$ cat config.mk
export PLATFORM = sky130hd
export DESIGN_NAME = interrupt_sequencer
export DESIGN_NICKNAME = d
export VERILOG_FILES = /design/src/rtl/interrupt_sequencer_pkg.sv /design/src/rtl/interrupt_sequencer_sync_edge_detect.sv /design/src/rtl/interrupt_sequencer.sv
export SDC_FILE = /design/constraint.sdc
export NUM_CORES = 1
export LEC_CHECK = 0
export ABC_AREA = 1
export CORE_MARGIN = 2
export CORE_UTILIZATION = 51
export CTS_CLUSTER_SIZE = 24
export DETAILED_ROUTE_END_ITERATION = 6
export GPL_ROUTABILITY_DRIVEN = 0
export PLACE_DENSITY = 0.94
export SYNTH_ARGS = -nofsm -noshare
export SYNTH_HDL_FRONTEND = slang
export SYNTH_SLANG_ARGS = --single-unit
$ cat constraint.sdc
create_clock -name clk -period 2.4 [get_ports clk]
set_input_delay 0.48 -clock clk [delete_from_list [all_inputs] [get_ports clk]]
set_output_delay 0.48 -clock clk [all_outputs]
set_load 0.005 [all_outputs]
$ cat src/rtl/interrupt_sequencer_pkg.sv
// Shared encodings and default vectors for the interrupt sequencer.
// Vectors are fetched by the CAR latch control's interrupt entry microcode.
package interrupt_sequencer_pkg;

  typedef enum logic [2:0] {
    ST_RESET    = 3'd0,
    ST_RST_WAIT = 3'd1,
    ST_IDLE     = 3'd2,
    ST_PEND     = 3'd3,
    ST_SERVICE  = 3'd4
  } state_e;

  // VEC_RST is consumed by CAR_INT0 (reset entry); VEC_NMI/VEC_BASE by CAR_INT4 (vector load).
  localparam logic [15:0] VEC_RST  = 16'hFFFE;
  localparam logic [15:0] VEC_NMI  = 16'hFFFC;
  localparam logic [15:0] VEC_BASE = 16'hFFFA;

endpackage

$ cat src/rtl/interrupt_sequencer_sync_edge_detect.sv
// sync_edge_detect: two-flop synchroniser followed by a rising-edge pulse.
// The pulse is high for one cycle, two to three clocks after the pin rises.
module interrupt_sequencer_sync_edge_detect (
  input  logic clk,
  input  logic rst_n,
  input  logic async_i,
  output logic rise_o
);

  logic sync1_q;
  logic sync2_q;
  logic prev_q;

  always_ff @(posedge clk or negedge rst_n) begin
    if (!rst_n) begin
      sync1_q <= 1'b0;
      sync2_q <= 1'b0;
      prev_q  <= 1'b0;
    end else begin
      sync1_q <= async_i;
      sync2_q <= sync1_q;
      prev_q  <= sync2_q;
    end
  end

  assign rise_o = sync2_q & ~prev_q;

endmodule

$ cat src/rtl/interrupt_sequencer.sv
// Reset stretcher, NMI edge capture and maskable IRQ arbitration feeding the CAR latch control.
// One request is held until IF, then frozen until the vector-load step acks it.
module interrupt_sequencer
  import interrupt_sequencer_pkg::*;
#(
  parameter int unsigned N_IRQ      = 8,
  parameter int unsigned RST_CYCLES = 4,
  parameter logic [15:0] VEC_RST    = interrupt_sequencer_pkg::VEC_RST,
  parameter logic [15:0] VEC_NMI    = interrupt_sequencer_pkg::VEC_NMI,
  parameter logic [15:0] VEC_BASE   = interrupt_sequencer_pkg::VEC_BASE
) (
  input  logic             clk,
  input  logic             rst_n,
  input  logic             nmi_in,
  input  logic [N_IRQ-1:0] irq,
  input  logic             gie,
  input  logic             IF,
  input  logic             int_ack,
  output logic             rst,
  output logic             INTREQ,
  output logic [15:0]      int_vec,
  output logic [N_IRQ-1:0] irq_ack
);

  localparam int unsigned SW = (N_IRQ > 1) ? $clog2(N_IRQ) : 1;
  localparam int unsigned CW = (RST_CYCLES > 1) ? $clog2(RST_CYCLES) : 1;

  function automatic logic [SW:0] arbitrate(input logic [N_IRQ-1:0] req);
    logic [SW:0] r;
    r = '0;
    for (int i = N_IRQ - 1; i >= 0; i--) begin
      if (req[i]) r = {1'b1, SW'(i)};
    end
    return r;
  endfunction

  function automatic logic [15:0] vec_of(input logic is_nmi, input logic [SW-1:0] src);
    return is_nmi ? VEC_NMI : (VEC_BASE - (16'(src) << 1));
  endfunction

  state_e          state_q;
  logic [CW-1:0]   cnt_q;
  logic            rst_q;
  logic            intreq_q;
  logic [15:0]     int_vec_q;
  logic [N_IRQ-1:0] irq_ack_q;
  logic            sel_nmi_q;
  logic [SW-1:0]   sel_src_q;
  logic            nmi_pend_q;
  logic            nmi_pend_d;

  logic            nmi_rise;
  logic            mask_vld;
  logic [SW-1:0]   mask_src;
  logic            win_vld;
  logic            win_nmi;
  logic            nmi_clr;

  interrupt_sequencer_sync_edge_detect u_nmi_sync (
    .clk     (clk),
    .rst_n   (rst_n),
    .async_i (nmi_in),
    .rise_o  (nmi_rise)
  );

  always_comb begin
    {mask_vld, mask_src} = arbitrate(irq & {N_IRQ{gie}});
    win_nmi = nmi_pend_q;
    win_vld = nmi_pend_q | mask_vld;
    nmi_clr = (state_q == ST_SERVICE) && int_ack && sel_nmi_q;
    // A fresh edge in the ack cycle keeps the pending flag set.
    nmi_pend_d = nmi_rise | (nmi_pend_q & ~nmi_clr);
  end

  always_ff @(posedge clk or negedge rst_n) begin
    if (!rst_n) begin
      state_q    <= ST_RESET;
      cnt_q      <= CW'(RST_CYCLES - 1);
      rst_q      <= 1'b1;
      intreq_q   <= 1'b0;
      int_vec_q  <= VEC_RST;
      irq_ack_q  <= '0;
      sel_nmi_q  <= 1'b0;
      sel_src_q  <= '0;
      nmi_pend_q <= 1'b0;
    end else begin
      nmi_pend_q <= nmi_pend_d;
      irq_ack_q  <= '0;
      case (state_q)
        ST_RESET: begin
          if (cnt_q == '0) begin
            state_q <= ST_RST_WAIT;
            rst_q   <= 1'b0;
          end else begin
            cnt_q <= cnt_q - 1'b1;
          end
        end
        ST_RST_WAIT: begin
          int_vec_q <= VEC_RST;
          if (int_ack) state_q <= ST_IDLE;
        end
        ST_IDLE: begin
          if (win_vld) begin
            state_q   <= ST_PEND;
            intreq_q  <= 1'b1;
            sel_nmi_q <= win_nmi;
            sel_src_q <= mask_src;
          end
        end
        ST_PEND: begin
          if (IF) begin
            // Fetch point wins over a same-cycle cancel: the last held winner is serviced.
            state_q  <= ST_SERVICE;
            intreq_q <= 1'b0;
            if (win_vld) begin
              sel_nmi_q <= win_nmi;
              sel_src_q <= mask_src;
              int_vec_q <= vec_of(win_nmi, mask_src);
            end else begin
              int_vec_q <= vec_of(sel_nmi_q, sel_src_q);
            end
          end else if (!win_vld) begin
            state_q  <= ST_IDLE;
            intreq_q <= 1'b0;
          end else begin
            sel_nmi_q <= win_nmi;
            sel_src_q <= mask_src;
          end
        end
        ST_SERVICE: begin
          if (int_ack) begin
            state_q <= ST_IDLE;
            if (!sel_nmi_q) irq_ack_q <= {{(N_IRQ-1){1'b0}}, 1'b1} << sel_src_q;
          end
        end
        default: begin
          state_q  <= ST_IDLE;
          intreq_q <= 1'b0;
        end
      endcase
    end
  end

  assign rst     = rst_q;
  assign INTREQ  = intreq_q;
  assign int_vec = int_vec_q;
  assign irq_ack = irq_ack_q;

endmodule
==> flow_summary.toml, run 1 <==
[layout]
regArea_sq_um = 684
multi_input_comb_area_sq_um = 657
final_cell_mix = "39 x nand2_1, 27 x clkdlybuf4s50_1, 23 x nor2_1"
postLayoutCellArea_sq_um = 1770
mostFrequentLayoutCell = "nand2_1"
area_growth_pct = 19.7
drive_gt1_share_pct = 16.4
antenna_cells = 0
nets = 219
fill_cells = 245

[route]
vias = 1122
ant_nets = 0
wire_per_inst_um = 10.7
wirelength_um = 2490
drt_iter0_markers = 17
viasPerCell = 4.84
drc = 0
drt_pass1_iterations = 4

[flow_run]
maxCapViolations = 0

[floorplan]
ios = 40
initial_utilization_pct = 53.5
coreArea_sq_um = 2760
fp.dieH_um = 57.8
rows = 19
die_area_sq_um = 3340
fp.dieW_um = 57.8

[timing]
rsz0062_at_grt = "no"
clock_skew_ps = 14.1
fmax_ghz = 0.531
setup-tns-final_ps = 0
slew_violations = 0
period_share_pct = 78.5
whs_ps = 369
finalCriticalPeriod_ps = 1880
finalSetupViolCount = 0
finalHoldViolCount = 0

[status]
status = "finished clean"

[synth]
synth_top_family_by_area = "simple AND/OR/NAND/NOR gates"
syn_inst = 171
yosys_warnings = 0
synth_cell_types = 29
ys_seq_elements = 27
netlist_area_sq_um = 1480
ys_seq_area_share_pct = 46.4
synthAdderAreaFrac_pct = 2.54
synth_xor_area_share_pct = 0.593
synth_area_per_cell_sq_um = 8.63
synthSimpleGateAreaFrac_pct = 28.5
synth_compound_area_share_pct = 9.15
synth_mux_area_share_pct = 0.678

[clocking]
clk_pin_slew_ps = 130
numClockSinks = 27
cts_tree = "built"
holdBufCountCts = 0
cts_htree_levels = 1
post-cts-setup-buffers = 0
clock_latency_ps = 330
clock_path_buffers = 2
cts_buffers = 3
clockRootBuffer = "clkbuf_4"
cts_resized = 0

[global_routing]
grt_overflow = 0
grt_max_degree = 28
antenna_found_initial = 0
grt_pass1_vias = 994
track_usage_pct = 15.7
grt_first_pass_wirelength_um = 4110

[hold_path]
hold_class = "register to register"

[worst_setup_path]
worstPathArrival_ps = 2140
worstPathRequired_ps = 2660
worstSetupPathType = "input port to register"
crit_path_end_kind = "register"
startpoint_type = "input port"
cp_max_fo = 7

[placed_design]
hpwl_um = 2020
portBuffers = 27
place_area_sq_um = 1740

[power]
p_leak_nw = 0.868
p_per_area_nw_per_um2 = 746
ir_drop_mv = 0.600
-- per-layer routing --
metal | vias to the layer above | track usage (%) | wire (um)
li1 | 574 | - | -
met4 | 0 | 3.65 | 13
met5 | - | 0 | 0
met2 | 35 | 26.3 | 1220
met1 | 510 | 20.1 | 1130
met3 | 3 | 4.69 | 135
-- cell type report --
type	instances	share of cell area, %
clock buffer	3	1.27
tap	31	2.20
inverter	19	4.04
multi-input combinational	122	37.2
sequential	27	38.7
clock inverter	1	0.425
timing repair buffer	29	16.1
-- final timing paths --
| check | start | end | slack (ps) | depth (start not counted) |
|---|---|---|---|---|
| hold reg to reg | u_nmi_sync.sync1_q$_DFF_PN0_ | u_nmi_sync.sync2_q$_DFF_PN0_ | 370 | 0 |
| max in group asynchronous | rst_n | int_vec[1]$_DFFE_PN1P_ | 1590 | 2 |
| setup / recovery | gie | int_vec[3]$_DFFE_PN1P_ | 520 | 10 |
| hold / removal | u_nmi_sync.sync1_q$_DFF_PN0_ | u_nmi_sync.sync2_q$_DFF_PN0_ | 370 | 0 |
| setup reg to reg | cnt_q[0]$_DFFE_PN1P_ | state_q[1]$_DFFE_PN0P_ | 870 | 7 |
| min in group asynchronous | rst_n | sel_src_q[0]$_DFFE_PN0P_ | 500 | 2 |
-- cells by family (layout without fill, tap and decap cells) --
kind of cell               after synthesis  in the layout
AOI/OAI and AO/OA                       21             21
xor gates and xnor gates                 1              1
adders and majority gates                3              3
buffers and inverters                   32             52
DFF                                     27             27
muxes                                    1              1
other                                    2             12
and+or+nand+nor                         84             84
-- report_power, final --
part / switching [W] / leakage (nW) / internal (W) / total (W)
Clock: 0.000131 / 0.0139 / 0.0000638 / 0.000195
Sequential: 0.0000928 / 0.327 / 0.000537 / 0.000630
Combinational: 0.000303 / 0.527 / 0.000189 / 0.000492
-- cell usage after synthesis, drive strengths merged --
cell type / number / area [sq um]
nand2: 45 / 204
nor2: 26 / 119
dfrtp: 20 / 500
inv: 19 / 71.3
o21ai: 14 / 96.3
buf: 13 / 101
nand3: 9 / 55.1
dfstp: 7 / 184
a21oi: 5 / 25.0
ha: 3 / 37.5
conb: 2 / 7.51
nor3: 2 / 15.0
a22oi: 1 / 7.51
a31oi: 1 / 6.26
mux2i: 1 / 10.0
nand4: 1 / 6.26
nor4: 1 / 21.3
xor2: 1 / 8.76
-- metrics by stage --
stage,setup WS (ps),instances,power [W],util [%]
6_report,516,232,0.00132,64.1
5_1_grt,413,232,0.00142,64.1
4_1_cts,535,232,0.00133,64.1
3_5_place_dp,199,228,0.00114,63.0
3_3_place_gp,276,228,0.00111,63.0
2_1_floorplan,857,181,0.000992,-
-- sequential cells by signal (all words and copies together), names as in the netlist --
signal,cells
sel_nmi_q,1
cnt_q,2
u_nmi_sync.sync1_q,1
nmi_pend_q,1
sel_src_q,3
rst,1
INTREQ,1
u_nmi_sync.prev_q,1
u_nmi_sync.sync2_q,1
int_vec,4
irq_ack,8
state_q,3
-- worst max-delay path: stages --
cell,delay [ps]
clkdlybuf4s50_1,590
buf_4,210
o21ai_4,80
o21ai_1,90
nand2_1,80
inv_1,90
ha_1,230
nor2_1,100
nor2_1,40
a21oi_1,150
Note: power is estimated with default switching activity, not from simulation.
==> inputs of run 2 (changes only) <==
Settings changed: CORE_UTILIZATION 51 to 48, PLACE_DENSITY 0.94 to 0.9.
Clock period 2.4 ns to 1.8 ns, I/O delays scaled along.
==> run 2 against run 1 <==
Effect of this change:
- count of clock-buffer cells in the layout did not move
- first-iteration DRC count rose by 35%
- flip-flop and latch count did not move
- global-route usage fell by 0.38 points
- sequential power rose by 33%
- cell area rose by 0.99%
- non-clock buffer count rose by 2
- final cell count rose by 1.7%
- clock skew fell by 2.2 ps
- worst hold slack improved by 5.0 ps
- critical path type is now register to primary output
- critical path depth fell by 9
==> flow_summary.toml, run 2 (synthesized netlist as in run 1, its figures left out) <==
[clocking]
cts_resized = 0
post-cts-setup-buffers = 0
clockRootBuffer = "clkbuf_4"
numClockSinks = 27
cts_htree_levels = 1
clock_latency_ps = 330
clk_pin_slew_ps = 150
cts_buffers = 3
clock_path_buffers = 2
holdBufCountCts = 0
cts_tree = "built"

[route]
drt_iter0_markers = 23
ant_nets = 0
drt_pass1_iterations = 4
drc = 0
wire_per_inst_um = 10.7
wirelength_um = 2540
viasPerCell = 4.82
vias = 1138

[hold_path]
min_from = "u_nmi_sync.sync1_q$_DFF_PN0_"
whs_endpoint = "u_nmi_sync.sync2_q$_DFF_PN0_"
hold_path_depth = 0
hold_class = "register to register"

[placed_design]
hpwl_um = 2020
place_area_sq_um = 1750
portBuffers = 27

[status]
status = "finished clean"

[layout]
antenna_cells = 0
largest_reg_flops = 8
postLayoutCellArea_sq_um = 1780
mostFrequentLayoutCell = "nand2_1"
final_cell_mix = "39 x nand2_1, 26 x clkdlybuf4s50_1, 23 x nor2_1"
area_growth_pct = 20.8
drive_gt1_share_pct = 17.2
nets = 221

[worst_setup_path]
worst-path-buf-inv = 1
crit_path_end_kind = "primary output"
cp_slowest_cell = "dfstp_2"
crit_start = "int_vec[2]$_DFFE_PN1P_"
startpoint_type = "register"
ff2ff_setup_slack_ps = 270
r2r_end = "state_q[0]$_DFFE_PN0P_"
r2r-start = "cnt_q[0]$_DFFE_PN1P_"
worstPathArrival_ps = 1380
cp_cell_sequence = "clkdlybuf4s50_1"
worstSetupPathType = "register to primary output"
critical_path.top_delay_family = "flip-flops"
worstPathRequired_ps = 1440
cp_max_fo = 2
crit_path_max_incr_delay_ps = 560
crit_cells = 1
r2r_cells = 7

[timing]
period_share_pct = 96.9
clock_skew_ps = 11.9
slew_violations = 0
whs_ps = 374
finalSetupViolCount = 0
setup-tns-final_ps = 0
rsz0062_at_grt = "no"
finalHoldViolCount = 0
finalCriticalPeriod_ps = 1740
fmax_ghz = 0.573

[flow_run]
maxCapViolations = 0

[global_routing]
grt_overflow = 0
grt_max_degree = 28
busiest_layer = "met2"
use_met2_pct = 26.8
antenna_found_initial = 0
grt_first_pass_wirelength_um = 4150
track_usage_pct = 15.3
use_met3_pct = 2.62
grt_pass1_vias = 1020
use_met1_pct = 19.5

[floorplan]
die_area_sq_um = 3540
fp.dieH_um = 59.5
initial_utilization_pct = 49.6
fp.dieW_um = 59.5
rows = 20
ios = 40
coreArea_sq_um = 2980

[power]
ir_drop_mv = 0.439
p_per_area_nw_per_um2 = 991
p_leak_nw = 0.890
run 2: cell types whose count changed in the layout (fill, tap and decap cells not counted), sizes merged:
| cell | previous run | this run |
|---|---|---|
| clkdlybuf4s50 | 27 | 26 |
| clkinv | 0 | 1 |
| dlymetal6s2s | 0 | 1 |
| clkinvlp | 1 | 0 |
| buf | 2 | 4 |
run 2: power by group:
group,switching (W),internal (W),leakage [nW]
clock,0.000177,0.0000833,0.0177
sequential,0.000124,0.000716,0.327
combinational,0.000410,0.000256,0.546
run 2: final cells by class:
cell class                      instances  area [sq um]
Fill cell                             260          1190
Sequential cell                        27           684
Multi-Input combinational cell        122           657
Timing Repair Buffer                   31           303
Inverter                               19          71.3
Tap cell                               33          41.3
Clock buffer                            3          22.5
Clock inverter                          1          5.00
run 2: worst max path at each step:
stage / end / slack (ps)
after floorplan: int_vec[3]$_DFFE_PN1P_ / 380
after global placement: int_vec[3]$_DFFE_PN1P_ / -210
after detailed placement: int_vec[3]$_DFFE_PN1P_ / -250
after CTS: int_vec[2] / 50
after global routing: int_vec[2] / 10
final: int_vec[2] / 60
run 2: stage by stage:
step           utilization [%]  instances  worst slack, ps  total power (W)
2_1_floorplan                -        181              377          0.00132
3_3_place_gp              58.9        232             -207          0.00149
3_5_place_dp              58.9        232             -253          0.00152
4_1_cts                   59.8        236             52.7          0.00177
5_1_grt                   59.9        236             10.8          0.00191
6_report                  59.9        236             55.3          0.00177
run 2: routing by layer:
metal  share of wire, %  up-vias
li1                   -      583
met2                 49       28
met3                4.0        2
met5                  0        -
met1                 46      525
met4               0.55        0
